[src/rtl/wb_pkg.sv]
// rtl/wb_pkg.sv - shared state type, default widths and wait-counter sizing for the write-back stage
package wb_pkg;

  localparam int DATA_W_DEF   = 32;
  localparam int ADDR_W_DEF   = 5;
  localparam int WAIT_MAX_DEF = 15;

  typedef enum logic [1:0] {
    IDLE = 2'd0,
    WAIT = 2'd1,
    ERR  = 2'd2
  } wb_state_e;

  function automatic int wait_cnt_w(input int wait_max);
    return $clog2(wait_max + 1);
  endfunction

  localparam int WAIT_CNT_W = wait_cnt_w(WAIT_MAX_DEF);

endpackage

[src/rtl/wb_retire_counter.sv]
// rtl/wb_retire_counter.sv - free-running count of instructions retired into the WB register
module wb_retire_counter (
  input  logic        clk,
  input  logic        reset,
  input  logic        inc_i,
  output logic [31:0] cnt_o
);

  logic [31:0] cnt_q;

  always_ff @(posedge clk) begin
    if (!reset) begin
      cnt_q <= '0;
    end else if (inc_i) begin
      cnt_q <= cnt_q + 32'd1;
    end
  end

  assign cnt_o = cnt_q;

endmodule

[src/rtl/wb_stage.sv]
// rtl/wb_stage.sv - MEM/WB register, load-wait FSM and register-file write port
// Optional retire counter output enabled by defining WB_RETIRE_CNT_EN.
module wb_stage
  import wb_pkg::*;
#(
  parameter int DATA_W   = DATA_W_DEF,
  parameter int ADDR_W   = ADDR_W_DEF,
  parameter int WAIT_MAX = WAIT_MAX_DEF
) (
  input  logic              clk,
  input  logic              reset,
  input  logic              valid_mem,
  input  logic              RegWrite_mem,
  input  logic              MemtoReg_mem,
  input  logic              MemRead_mem,
  input  logic [ADDR_W-1:0] RegWriteAddr_mem,
  input  logic [DATA_W-1:0] ALUResult_mem,
  input  logic [DATA_W-1:0] MemDout,
  input  logic              MemReady,
  output logic              stall_mem,
  output logic              valid_wb,
  output logic              RegWrite_wb,
  output logic [ADDR_W-1:0] RegWriteAddr_wb,
  output logic [DATA_W-1:0] RegWriteData_wb,
  output logic              mem_err
`ifdef WB_RETIRE_CNT_EN
  ,
  output logic [31:0]       retire_cnt
`endif
);

  localparam int CNT_W = wait_cnt_w(WAIT_MAX);
  localparam logic [CNT_W-1:0] WAIT_LAST = CNT_W'(WAIT_MAX);

  wb_state_e         state_q, state_d;
  logic [CNT_W-1:0]  cnt_q, cnt_d;
  logic              valid_q, valid_d;
  logic              we_q, we_d;
  logic [ADDR_W-1:0] addr_q, addr_d;
  logic [DATA_W-1:0] data_q, data_d;
  logic              is_load;
  logic              capture;
  logic              stall_c;

  assign is_load = valid_mem & MemRead_mem;

  always_comb begin
    state_d = state_q;
    cnt_d   = cnt_q;
    capture = 1'b0;
    stall_c = 1'b0;
    case (state_q)
      IDLE: begin
        if (is_load && !MemReady) begin
          stall_c = 1'b1;
          state_d = WAIT;
          cnt_d   = CNT_W'(1);
        end else begin
          capture = 1'b1;
        end
      end
      WAIT: begin
        // MEM-stage inputs are frozen by the stall, so they still describe the pending load
        if (MemReady) begin
          capture = 1'b1;
          state_d = IDLE;
          cnt_d   = '0;
        end else begin
          stall_c = 1'b1;
          if (cnt_q == WAIT_LAST) begin
            state_d = ERR;
          end else begin
            cnt_d = cnt_q + CNT_W'(1);
          end
        end
      end
      ERR: begin
        stall_c = 1'b1;
      end
      default: begin
        state_d = IDLE;
        cnt_d   = '0;
      end
    endcase
  end

  // Anything not captured becomes a bubble with a cleared payload
  always_comb begin
    valid_d = capture & valid_mem;
    we_d    = valid_d & RegWrite_mem & (RegWriteAddr_mem != '0);
    addr_d  = capture ? RegWriteAddr_mem : '0;
    data_d  = '0;
    if (capture) begin
      data_d = MemtoReg_mem ? MemDout : ALUResult_mem;
    end
  end

  always_ff @(posedge clk) begin
    if (!reset) begin
      state_q <= IDLE;
      cnt_q   <= '0;
      valid_q <= 1'b0;
      we_q    <= 1'b0;
      addr_q  <= '0;
      data_q  <= '0;
    end else begin
      state_q <= state_d;
      cnt_q   <= cnt_d;
      valid_q <= valid_d;
      we_q    <= we_d;
      addr_q  <= addr_d;
      data_q  <= data_d;
    end
  end

  assign stall_mem       = reset & stall_c;
  assign mem_err         = (state_q == ERR);
  assign valid_wb        = valid_q;
  assign RegWrite_wb     = we_q;
  assign RegWriteAddr_wb = addr_q;
  assign RegWriteData_wb = data_q;

`ifdef WB_RETIRE_CNT_EN
  wb_retire_counter u_retire_counter (
    .clk   (clk),
    .reset (reset),
    .inc_i (valid_d),
    .cnt_o (retire_cnt)
  );
`endif

endmodule
[config.mk]
export PLATFORM = sky130hd
export DESIGN_NAME = wb_stage
export DESIGN_NICKNAME = d
export VERILOG_FILES = /design/src/rtl/wb_pkg.sv /design/src/rtl/wb_retire_counter.sv /design/src/rtl/wb_stage.sv
export SDC_FILE = /design/constraint.sdc
export NUM_CORES = 1
export LEC_CHECK = 0
export ABC_AREA = 1
export CAP_MARGIN = 25
export CORE_MARGIN = 2
export CORE_UTILIZATION = 38
export DETAILED_ROUTE_END_ITERATION = 8
export HOLD_SLACK_MARGIN = 0.15
export PLACE_DENSITY = 0.86
export SLEW_MARGIN = 20
export SYNTH_ARGS = -nofsm -noshare
export SYNTH_HDL_FRONTEND = slang
export SYNTH_SLANG_ARGS = --single-unit
export TNS_END_PERCENT = 50
[constraint.sdc]
create_clock -name clk -period 3.6 [get_ports clk]
set_input_delay 0.72 -clock clk [delete_from_list [all_inputs] [get_ports clk]]
set_output_delay 0.72 -clock clk [all_outputs]
set_load 0.01 [all_outputs]
; ---- Yosys cells after proc, flatten, opt, wreduce, memory -nomap -nowiden
; Index checks and enable logic that the tools add are counted.
[word_totals]
ff_bits = 45
inputBits = 76
out_inout_bits = 41
wordCells = 41
[op_classes]
n_addsub = 1
n_eq_ne = 6
n_mux = 15
bitwise_logic = 6
reduce_logical = 7
[ops]
columns = op, n
row1 = 32-bit two-way mux, 1
row2 = 4-bit two-way mux, 3
row3 = 4-bit one-hot mux with 3 select lines, 1
row4 = 2-bit two-way mux, 3
row5 = 3-bit != test (second input constant), 2
row6 = 2-bit one-hot mux with 3 select lines, 1
row7 = 3-bit AND reduction, 2
row8 = 1-bit AND, 5
row9 = 5-bit nonzero test, 1
row10 = 4-bit by 1-bit adder with 4-bit output (second input constant), 1
row11 = 4-bit == test (second input constant), 1
row12 = 1-bit two-way mux, 4
row13 = 1-bit one-hot mux with 3 select lines, 1
row14 = 2-bit by 1-bit == test with 1-bit output (second input constant), 1
row15 = 2-bit == test (second input constant), 1
row16 = 2-bit zero test, 1
row17 = 2-bit != test (second input constant), 1
row18 = 1-bit one-hot mux with 2 select lines, 1
row19 = 2-bit AND reduction, 1
row20 = 1-bit logical AND, 1
row21 = 1-bit zero test, 1
row22 = 1-bit NOT, 1

; ---- Longest topological paths before layout
; Gate-level depths: netlist of the first run.
[logic_depth]
word_depth = 7
depth_mapped = 9
depth_no_buf = 9

; ---- Worst setup path before layout of the first run
; OpenSTA, ideal clock, no wires.
[synth_timing]
kind = in2out
from = input MemReady
to = output stall_mem
arrival_ps = 1136
t_required_ps = 2880
setup_slack_ps = 1744
path_stages = 3
path_buffers = 0
path_cell_list = nor2_1 -> o21ai_0 -> a21oi_1
[synth_between]
elab_chain_cells = 5
elab_cells_between_ends = 6
classes_between = 3 x mux / 1 x bitwise / 2 x reduce/logical
[synth_rtl]
columns = element, line
row1 = from (decl), wb_stage.sv:19  ; input logic MemReady,
row2 = 1-bit zero test, wb_stage.sv:54  ; if (is_load && !MemReady) begin
row3 = 1-bit logical AND, wb_stage.sv:54
row4 = 1-bit two-way mux, wb_stage.sv:54
row5 = 1-bit one-hot mux with 3 select lines *, wb_stage.sv:52  ; case (state_q)
row6 = 1-bit AND *, wb_stage.sv:116  ; assign stall_mem = reset & stall_c;
row7 = to (decl), wb_stage.sv:20  ; output logic stall_mem,
; Mark *: on every way between the ends. The rest lies on a longest branch, timed or not.

; ---- Worst setup path in the final report of the first run
; Ends and elaborated chain as after synthesis.

==> impl_metrics.csv, run 1 <==
group,metric,value,unit
global_route,grt_pass1_vias,1673,
synth,synth-seq-area-share,0.526,
clock_network,clock-sinks,45,
clock_network,htreeDepth,2,
clock_network,cts_hold_buf,0,
synth,synth.area.top_cells,"dfxtp_1, nand2_1, a21oi_1",
critical_path,startpoint,"MemReady",
clock_network,cts_buffer_depth,2,
critical_path,crit_type,"primary input to output port",
clock_network,cts-buffers-inserted,5,
synth,yosys.cell_count.top_type,"nand2_1",
synth,syn-mean-instance-area,7.71,sq um
pwr,irDropWorstVdd,230,uV
synth,yosysUniqueCellTypes,21,
sta,rsz0062_at_grt,"false",
clock_network,cts_resized,0,
final_layout,syn_to_final_growth,76.0,%
synth,synth_edf_count,0,
synth,ys.flop_type,"dfxtp_1",
floorplan,die_x,71.1,um
critical_path,required,2880,ps
route,first_iter_violations,93,
critical_path,critPathMaxStageDelay,550,ps
critical_path,critPathTopFamily,"buffers and inverters",
critical_path,critPathArrivalTime,2140,ps
synth,synth.ff_latch_count,45,
global_route,antenna_found_initial,0,
global_route,grtUsageTotal,0.194,
placement,place_ws,748,ps
pwr,p_leak,1.24,nW
route,drc,0,
clock_network,path_clk_slew,80,ps
sta,slew_headroom,0.446,
clock_network,clock_tree.root_cell,"clkbuf_8",
critical_path,crit_chain,"clkdlybuf4s50_1, nor2_1, o21ai_0, a21oi_1, clkdlybuf4s50_1",
final_layout,drive_above_1_share,0.0772,
placement,dp_hpwl,3660,um
synth,synth_commonest_cells,"nand2_1, dfxtp_1, a21oi_1, inv_1, nor2_1",
global_route,grt_max_degree,40,
sta,fin_worst_skew,9.12,ps
clock_network,post-cts-setup-buffers,0,
critical_path,slowest_stage,"clkdlybuf4s50_1",
synth,synthCells,222,
synth,syn_area,0.00171,sq mm
sta,slew_viol_final,0,
sta,hold_viol_final,0,
critical_path,crit_path_end_kind,"output port",
final_layout,final_core_util,0.692,
placement,dp_cells,380,
final_layout,antenna_cells,0,
sta,worstMarginPinSlew,829,ps
job,maxCapViolations,0,
sta,setup_slack,742,ps
critical_path,path_buf_inv,2,
placement,gp_congestion,0.894,
critical_path,reg2reg_from,"state_q[1]",
hold_path,min_path_type,"register to register",
route,routed_via_density,4.65,
synth,synth_top_area_share,0.526,
clock_network,clk-insertion-delay-late,300,ps
critical_path,r2r_slack,1950,ps
critical_path,cp.depth,5,
critical_path,crit_path_end,"stall_mem",
sta,fin_setup_tns,0,ps
sta,fmax,0.350,GHz
critical_path,critPathLaunchType,"primary input",
route,ant_nets,0,
run_status,status,"finished, final reports clean",
sta,period_minus_slack,2860,ps
floorplan,core_area,0.00435,sq mm
global_route,grt_pass1_wl,7730,um
clock_network,cts_tree,"done",
floorplan,fp.dieArea,0.00506,sq mm
final_layout,stdcell_count,389,
critical_path,r2r-end,"RegWrite_wb",
synth,yosysWarnings,0,
sta,setup_viol,0,
global_route,overflow,0,
route,wl,4920,um
critical_path,rr_worst_depth,5,
final_layout,nets,413,
route,via_count,1809,
sta,fin_crit_sh,0.794,
route,drtPass1Iterations,4,
floorplan,ios,117,
floorplan,initial_utilization,0.393,
placement,port_buffers,116,
floorplan,std_cell_rows,24,
pwr,power_density,388,mW/mm^2
synth,async_reset_ff_frac,0,
synth,syn_nets,299,
critical_path,path_common_cell,"clkdlybuf4s50_1",
synth,synth_top_cell_by_area,"dfxtp_1",
critical_path,critPathMaxFanout,3,
floorplan,dieHeight,71.1,um
route,routedWlPerCell,12.7,um
layout by cell type (no fill, tap or decap):
master	n
buf_4	1
clkinvlp_4	1
ha_1	1
nand4_1	3
clkbuf_8	5
or2_2	1
buf_6	1
bufinv_16	1
nor2_1	16
inv_1	16
nor3_1	1
a31oi_1	1
inv_2	1
nor2_2	1
o21bai_1	1
a21oi_2	10
clkdlybuf4s50_1	116
nand2_2	2
dfxtp_1	45
nand3_1	2
o21ai_0	2
nand2_1	79
clkinv_4	1
o21ai_2	1
a21oi_1	28
routing by layer:
metal  vias up  global-route usage  routed length, um
li1        927                   -                  -
met1       811               0.213               1890
met2        67               0.359               2680
met3         4              0.0513                329
met4         0              0.0692                 31
met5         -                   0                  0
worst min-delay path by stage:
stage	from	slack, ps	cells after the start	end
after floorplan	cnt_q[1]	460	2	cnt_q[1]
after global placement	cnt_q[1]	480	2	cnt_q[1]
after detailed placement	cnt_q[1]	480	2	cnt_q[1]
after CTS	cnt_q[1]	490	2	cnt_q[1]
after global routing	cnt_q[1]	520	2	cnt_q[1]
final	cnt_q[1]	490	2	cnt_q[1]
kinds of logic after synthesis:
family / count (synthesis) / share of synthesized area
AND/OR/NAND/NOR: 105 / 0.243
buffers and inverters: 28 / 0.0716
flip-flops: 45 / 0.526
AO/OA/AOI/OAI: 43 / 0.152
adder cells (fa/ha/maj): 1 / 0.00731
report_power, final:
| part | switching (mW) | total [mW] | internal (mW) |
|---|---|---|---|
| clock | 0.169 | 0.376 | 0.208 |
| combinational | 0.101 | 0.251 | 0.150 |
| sequential | 0.00972 | 0.541 | 0.531 |
sequential cells by signal, indices dropped and copies added, names as in the netlist:
| signal | cells |
|---|---|
| RegWriteAddr_wb | 5 |
| RegWriteData_wb | 32 |
| RegWrite_wb | 1 |
| cnt_q | 4 |
| state_q | 2 |
| valid_wb | 1 |
stage by stage:
step / area (sq um) / hold slack [ps] / power, mW
after floorplan: 1710 / 456 / 0.647
after global placement: 2890 / 476 / 0.800
after detailed placement: 2890 / 481 / 0.805
after CTS: 3000 / 493 / 1.19
after global routing: 3010 / 521 / 1.22
final: 3010 / 493 / 1.17
tightest hold or removal path, cell delays in order (launching register included):
cell and delay (ps):
dfxtp_1 330, nand2_1 70, a21oi_1 50
cell type report:
type / instances / area, sq um
Clock inverter: 3 / 46.3
Multi-Input combinational cell: 149 / 688
Clock buffer: 5 / 68.8
Timing Repair Buffer: 118 / 1180
Fill cell: 365 / 1340
Sequential cell: 45 / 901
Inverter: 17 / 63.8
Tap cell: 52 / 65.1
(Power assumes the default switching activity.)
==> inputs of run 2 (changes only) <==
--- a/config.mk
+++ b/config.mk
@@ -8,10 +8,10 @@
 export ABC_AREA = 1
 export CAP_MARGIN = 25
 export CORE_MARGIN = 2
-export CORE_UTILIZATION = 38
+export CORE_UTILIZATION = 35
 export DETAILED_ROUTE_END_ITERATION = 8
 export HOLD_SLACK_MARGIN = 0.15
-export PLACE_DENSITY = 0.86
+export PLACE_DENSITY = 0.8
 export SLEW_MARGIN = 20
 export SYNTH_ARGS = -nofsm -noshare
 export SYNTH_HDL_FRONTEND = slang
==> constraint.sdc (replaced) <==
create_clock -name clk -period 2.8 [get_ports clk]
set_input_delay 0.56 -clock clk [delete_from_list [all_inputs] [get_ports clk]]
set_output_delay 0.56 -clock clk [all_outputs]
set_load 0.01 [all_outputs]
==> run 2 against run 1 <==
  * Via count rose by 0.72%
  * Critical path depth unchanged
  * Sequential share of layout area decreased by 0.34 points
  * First-iteration DRC count is 6.5% lower
==> impl_metrics.csv, run 2 (synthesis gave the netlist of run 1 again) <==
group,metric,value,unit
sta,fin_setup_tns,0,ps
clock_network,post-cts-setup-buffers,0,
pwr,p_leak,1.25,nW
final_layout,final_common_cell,"clkdlybuf4s50_1",
pwr,irDropWorstVdd,291,uV
global_route,overflow,0,
final_layout,final_area,0.00305,sq mm
clock_network,path_clk_slew,80,ps
floorplan,initial_utilization,0.362,
sta,slew_viol_final,0,
critical_path,critPathArrivalTime,1940,ps
clock_network,cts_hold_buf,0,
route,drtPass1Iterations,4,
global_route,grt_max_degree,33,
global_route,grt_pass1_wl,7730,um
final_layout,largest_register_ff_count,32,
sta,fmax,0.400,GHz
critical_path,required,2240,ps
clock_network,clock_tree.root_cell,"clkbuf_8",
run_status,status,"finished, final reports clean",
critical_path,critPathLaunchType,"primary input",
final_layout,drive_above_1_share,0.0799,
critical_path,crit_path_end_kind,"output port",
critical_path,r2r_slack,1280,ps
clock_network,cts_resized,0,
pwr,power_density,497,mW/mm^2
sta,worstMarginPinSlew,425,ps
hold_path,min_path_type,"register to register",
critical_path,startpoint,"MemReady",
global_route,antenna_found_initial,0,
floorplan,fp.dieArea,0.00547,sq mm
route,wl,5050,um
placement,dp_hpwl,3880,um
floorplan,die_x,73.9,um
sta,setup_viol,0,
clock_network,cts_tree,"done",
clock_network,cts_buffer_depth,2,
final_layout,antenna_cells,0,
sta,slew_headroom,0.715,
route,via_count,1822,
clock_network,cts-buffers-inserted,5,
route,first_iter_violations,87,
critical_path,reg2reg_from,"state_q[1]",
floorplan,ios,117,
sta,period_minus_slack,2500,ps
clock_network,clk-insertion-delay-late,290,ps
final_layout,syn_to_final_growth,78.1,%
job,maxCapViolations,0,
clock_network,clock-sinks,45,
final_layout,nets,414,
route,routed_via_density,4.50,
sta,rsz0062_at_grt,"false",
global_route,grt_pass1_vias,1698,
hold_path,holdCritStartpoint,"cnt_q[1]",
final_layout,mostFrequentLayoutCells,"clkdlybuf4s50_1, nand2_1, dfxtp_1",
placement,place_area,0.00293,sq mm
critical_path,critPathMaxFanout,3,
route,routedWlPerCell,12.5,um
route,drc,0,
critical_path,crit_type,"primary input to output port",
clock_network,htreeDepth,2,
placement,gp_congestion,0.851,
sta,hold_viol_final,0,
placement,port_buffers,116,
floorplan,core_area,0.00472,sq mm
global_route,grtUsageTotal,0.186,
route,ant_nets,0,
sta,fin_crit_sh,0.894,
sta,fin_worst_skew,5.31,ps
floorplan,std_cell_rows,25,
floorplan,dieHeight,73.9,um
## run 2: routing by layer
layer  global-route usage  up-vias  wire [um]
li1                     -      928          -
met1                0.207      813       2000
met2                0.335       69       2550
met3               0.0515       12        367
met4               0.0707        0        126
met5                    0        -          0
## run 2: cell type report
type | count | area, sq um
Fill cell | 416 | 1680
Timing Repair Buffer | 119 | 1200
Sequential cell | 45 | 901
Multi-Input combinational cell | 149 | 688
Tap cell | 67 | 83.8
Clock buffer | 5 | 68.8
Inverter | 17 | 63.8
Clock inverter | 3 | 46.3
## run 2: path summary, 6_finish.rpt
path | to | cells after the start
min | cnt_q[1] | 2
max reg2reg | RegWrite_wb | 6
max | stall_mem | 5
min reg2reg | cnt_q[1] | 2
## run 2: power by group
| group | internal (mW) | total [mW] | switching [mW] | leakage, nW |
|---|---|---|---|---|
| Clock | 0.267 | 0.491 | 0.224 | 0.0543 |
| Sequential | 0.683 | 0.696 | 0.0132 | 0.371 |
| Combinational | 0.197 | 0.329 | 0.132 | 0.826 |
## run 2: through the flow
step	total power, mW	setup WS [ps]	util	std cells	hold slack, ps
2_1_floorplan	0.832	1260	-	222	456
3_3_place_gp	1.04	314	0.621	397	477
3_5_place_dp	1.04	312	0.621	397	480
4_1_cts	1.53	293	0.645	405	492
5_1_grt	1.59	220	0.645	405	527
6_report	1.52	298	0.645	405	488
## run 2: worst max-delay path, cell delays in order
cell and delay (ps):
clkdlybuf4s50_1 450, nor2_1 170, o21ai_0 100, a21oi_1 120, clkdlybuf4s50_1 550
==> inputs of run 3 (changes only) <==
--- a/config.mk
+++ b/config.mk
@@ -9,9 +9,12 @@
 export CAP_MARGIN = 25
 export CORE_MARGIN = 2
 export CORE_UTILIZATION = 35
+export CTS_CLUSTER_SIZE = 40
 export DETAILED_ROUTE_END_ITERATION = 8
+export GPL_ROUTABILITY_DRIVEN = 0
 export HOLD_SLACK_MARGIN = 0.15
 export PLACE_DENSITY = 0.8
+export REMOVE_ABC_BUFFERS = 1
 export SLEW_MARGIN = 20
 export SYNTH_ARGS = -nofsm -noshare
 export SYNTH_HDL_FRONTEND = slang
==> run 3 against run 2 <==
  * Via count decreased by 0.99%
  * Total power shrank 6.7%
  * Cell count down 0.25%
  * Combinational power about the same
  * Final area shrank 0.94%
  * Largest power group unchanged
==> impl_metrics.csv, run 3 (synthesis gave the netlist of run 1 again) <==
group,metric,value,unit
sta,fin_crit_sh,0.917,
clock_network,cts_hold_buf,0,
floorplan,initial_utilization,0.362,
sta,fmax,0.390,GHz
run_status,status,"finished, final reports clean",
pwr,p_leak,1.24,nW
critical_path,r2r_slack,1240,ps
route,first_iter_violations,85,
sta,slew_viol_final,0,
final_layout,final_core_util,0.639,
pwr,irDropWorstVdd,258,uV
sta,fin_setup_tns,0,ps
final_layout,nFillCells,408,
placement,dp_hpwl,3600,um
route,drc,0,
critical_path,crit_path_end_kind,"output port",
sta,setup_viol,0,
pwr,power_density,468,mW/mm^2
critical_path,critPathArrivalTime,2010,ps
global_route,antenna_found_initial,0,
clock_network,htreeDepth,2,
final_layout,syn_to_final_growth,76.4,%
clock_network,cts-buffers-inserted,5,
floorplan,fp.dieArea,0.00547,sq mm
clock_network,post-cts-setup-buffers,0,
route,wl,4650,um
critical_path,slowest_stage,"clkdlybuf4s50_1",
floorplan,std_cell_rows,25,
job,maxCapViolations,0,
clock_network,clock_tree.root_cell,"clkbuf_8",
critical_path,path_common_cell,"clkdlybuf4s50_1",
clock_network,clock-sinks,45,
route,drtPass1Iterations,4,
critical_path,crit_chain,"clkdlybuf4s50_1, inv_2, nand3_1, a21oi_1, clkdlybuf4s50_1",
global_route,grt_pass1_vias,1716,
critical_path,critPathLaunchType,"primary input",
global_route,overflow,0,
hold_path,min_path_type,"register to register",
global_route,grtUsageTotal,0.177,
route,ant_nets,0,
sta,holdWs,488,ps
floorplan,ios,117,
sta,period_minus_slack,2570,ps
final_layout,seq_area,901,sq um
sta,slew_headroom,0.729,
sta,hold_viol_final,0,
floorplan,core_area,0.00472,sq mm
route,routed_via_density,4.47,
clock_network,path_clk_slew,70,ps
critical_path,crit_type,"primary input to output port",
final_layout,drive_above_1_share,0.0742,
sta,rsz0062_at_grt,"false",
placement,port_buffers,116,
final_layout,antenna_cells,0,
critical_path,critPathMaxFanout,3,
floorplan,dieHeight,73.9,um
route,via_count,1804,
sta,worstMarginPinSlew,404,ps
floorplan,die_x,73.9,um
clock_network,cts_buffer_depth,2,
critical_path,critPathMaxStageDelay,550,ps
final_layout,nets,414,
clock_network,cts_resized,0,
final_layout,multi_input_area,688,sq um
clock_network,clk-insertion-delay-late,290,ps
final_layout,stdcell_count,404,
final_layout,mostFrequentLayoutCells,"clkdlybuf4s50_1, nand2_1, dfxtp_1",
sta,fin_worst_skew,4.38,ps
clock_network,cts_tree,"done",
global_route,grt_pass1_wl,7450,um
placement,dp_cells,397,
global_route,grt_max_degree,33,
critical_path,required,2240,ps
final_layout,final_common_cell,"clkdlybuf4s50_1",
route,routedWlPerCell,11.5,um
final_layout,largest_register_ff_count,32,
-- run 3: critical path: cells and delay by family --
| family | cells | cell delay (ps) |
|---|---|---|
| AOI/OAI and AO/OA | 1 | 180 |
| buffers and inverters | 3 | 1130 |
| and+or+nand+nor | 1 | 150 |
-- run 3: worst paths after layout --
kind                                 start           to  cells past startpoint
worst max-delay path              MemReady    stall_mem                      5
worst min-delay path              cnt_q[1]     cnt_q[1]                      2
worst max register to register  state_q[1]  RegWrite_wb                      6
worst min register to register    cnt_q[1]     cnt_q[1]                      2
-- run 3: cell type report --
type / count / share of cell area
inverters: 17 / 0.0211
well taps: 67 / 0.0278
repair buffers: 119 / 0.396
clock buffers: 7 / 0.0286
flip-flops and latches: 45 / 0.298
multi-input cells: 149 / 0.228
-- run 3: stage by stage --
stage	power [mW]	area [sq um]	worst slack, ps
6_report	1.41	3020	233
5_1_grt	1.48	3020	178
4_1_cts	1.44	3020	236
3_5_place_dp	1.04	2930	241
3_3_place_gp	1.03	2930	318
2_1_floorplan	0.818	1650	1250
-- run 3: routing by layer --
| layer | track usage | part of all wire | routed length [um] |
|---|---|---|---|
| met1 | 0.176 | 0.37 | 1720 |
| met2 | 0.336 | 0.53 | 2460 |
| met3 | 0.0664 | 0.093 | 432 |
| met4 | 0.0606 | 0.0090 | 42 |
| met5 | 0 | 0 | 0 |
-- run 3: report_power, final --
| group | internal, mW | switching (mW) |
|---|---|---|
| Clock | 0.196 | 0.195 |
| Combinational | 0.197 | 0.130 |
| Sequential | 0.683 | 0.0127 |
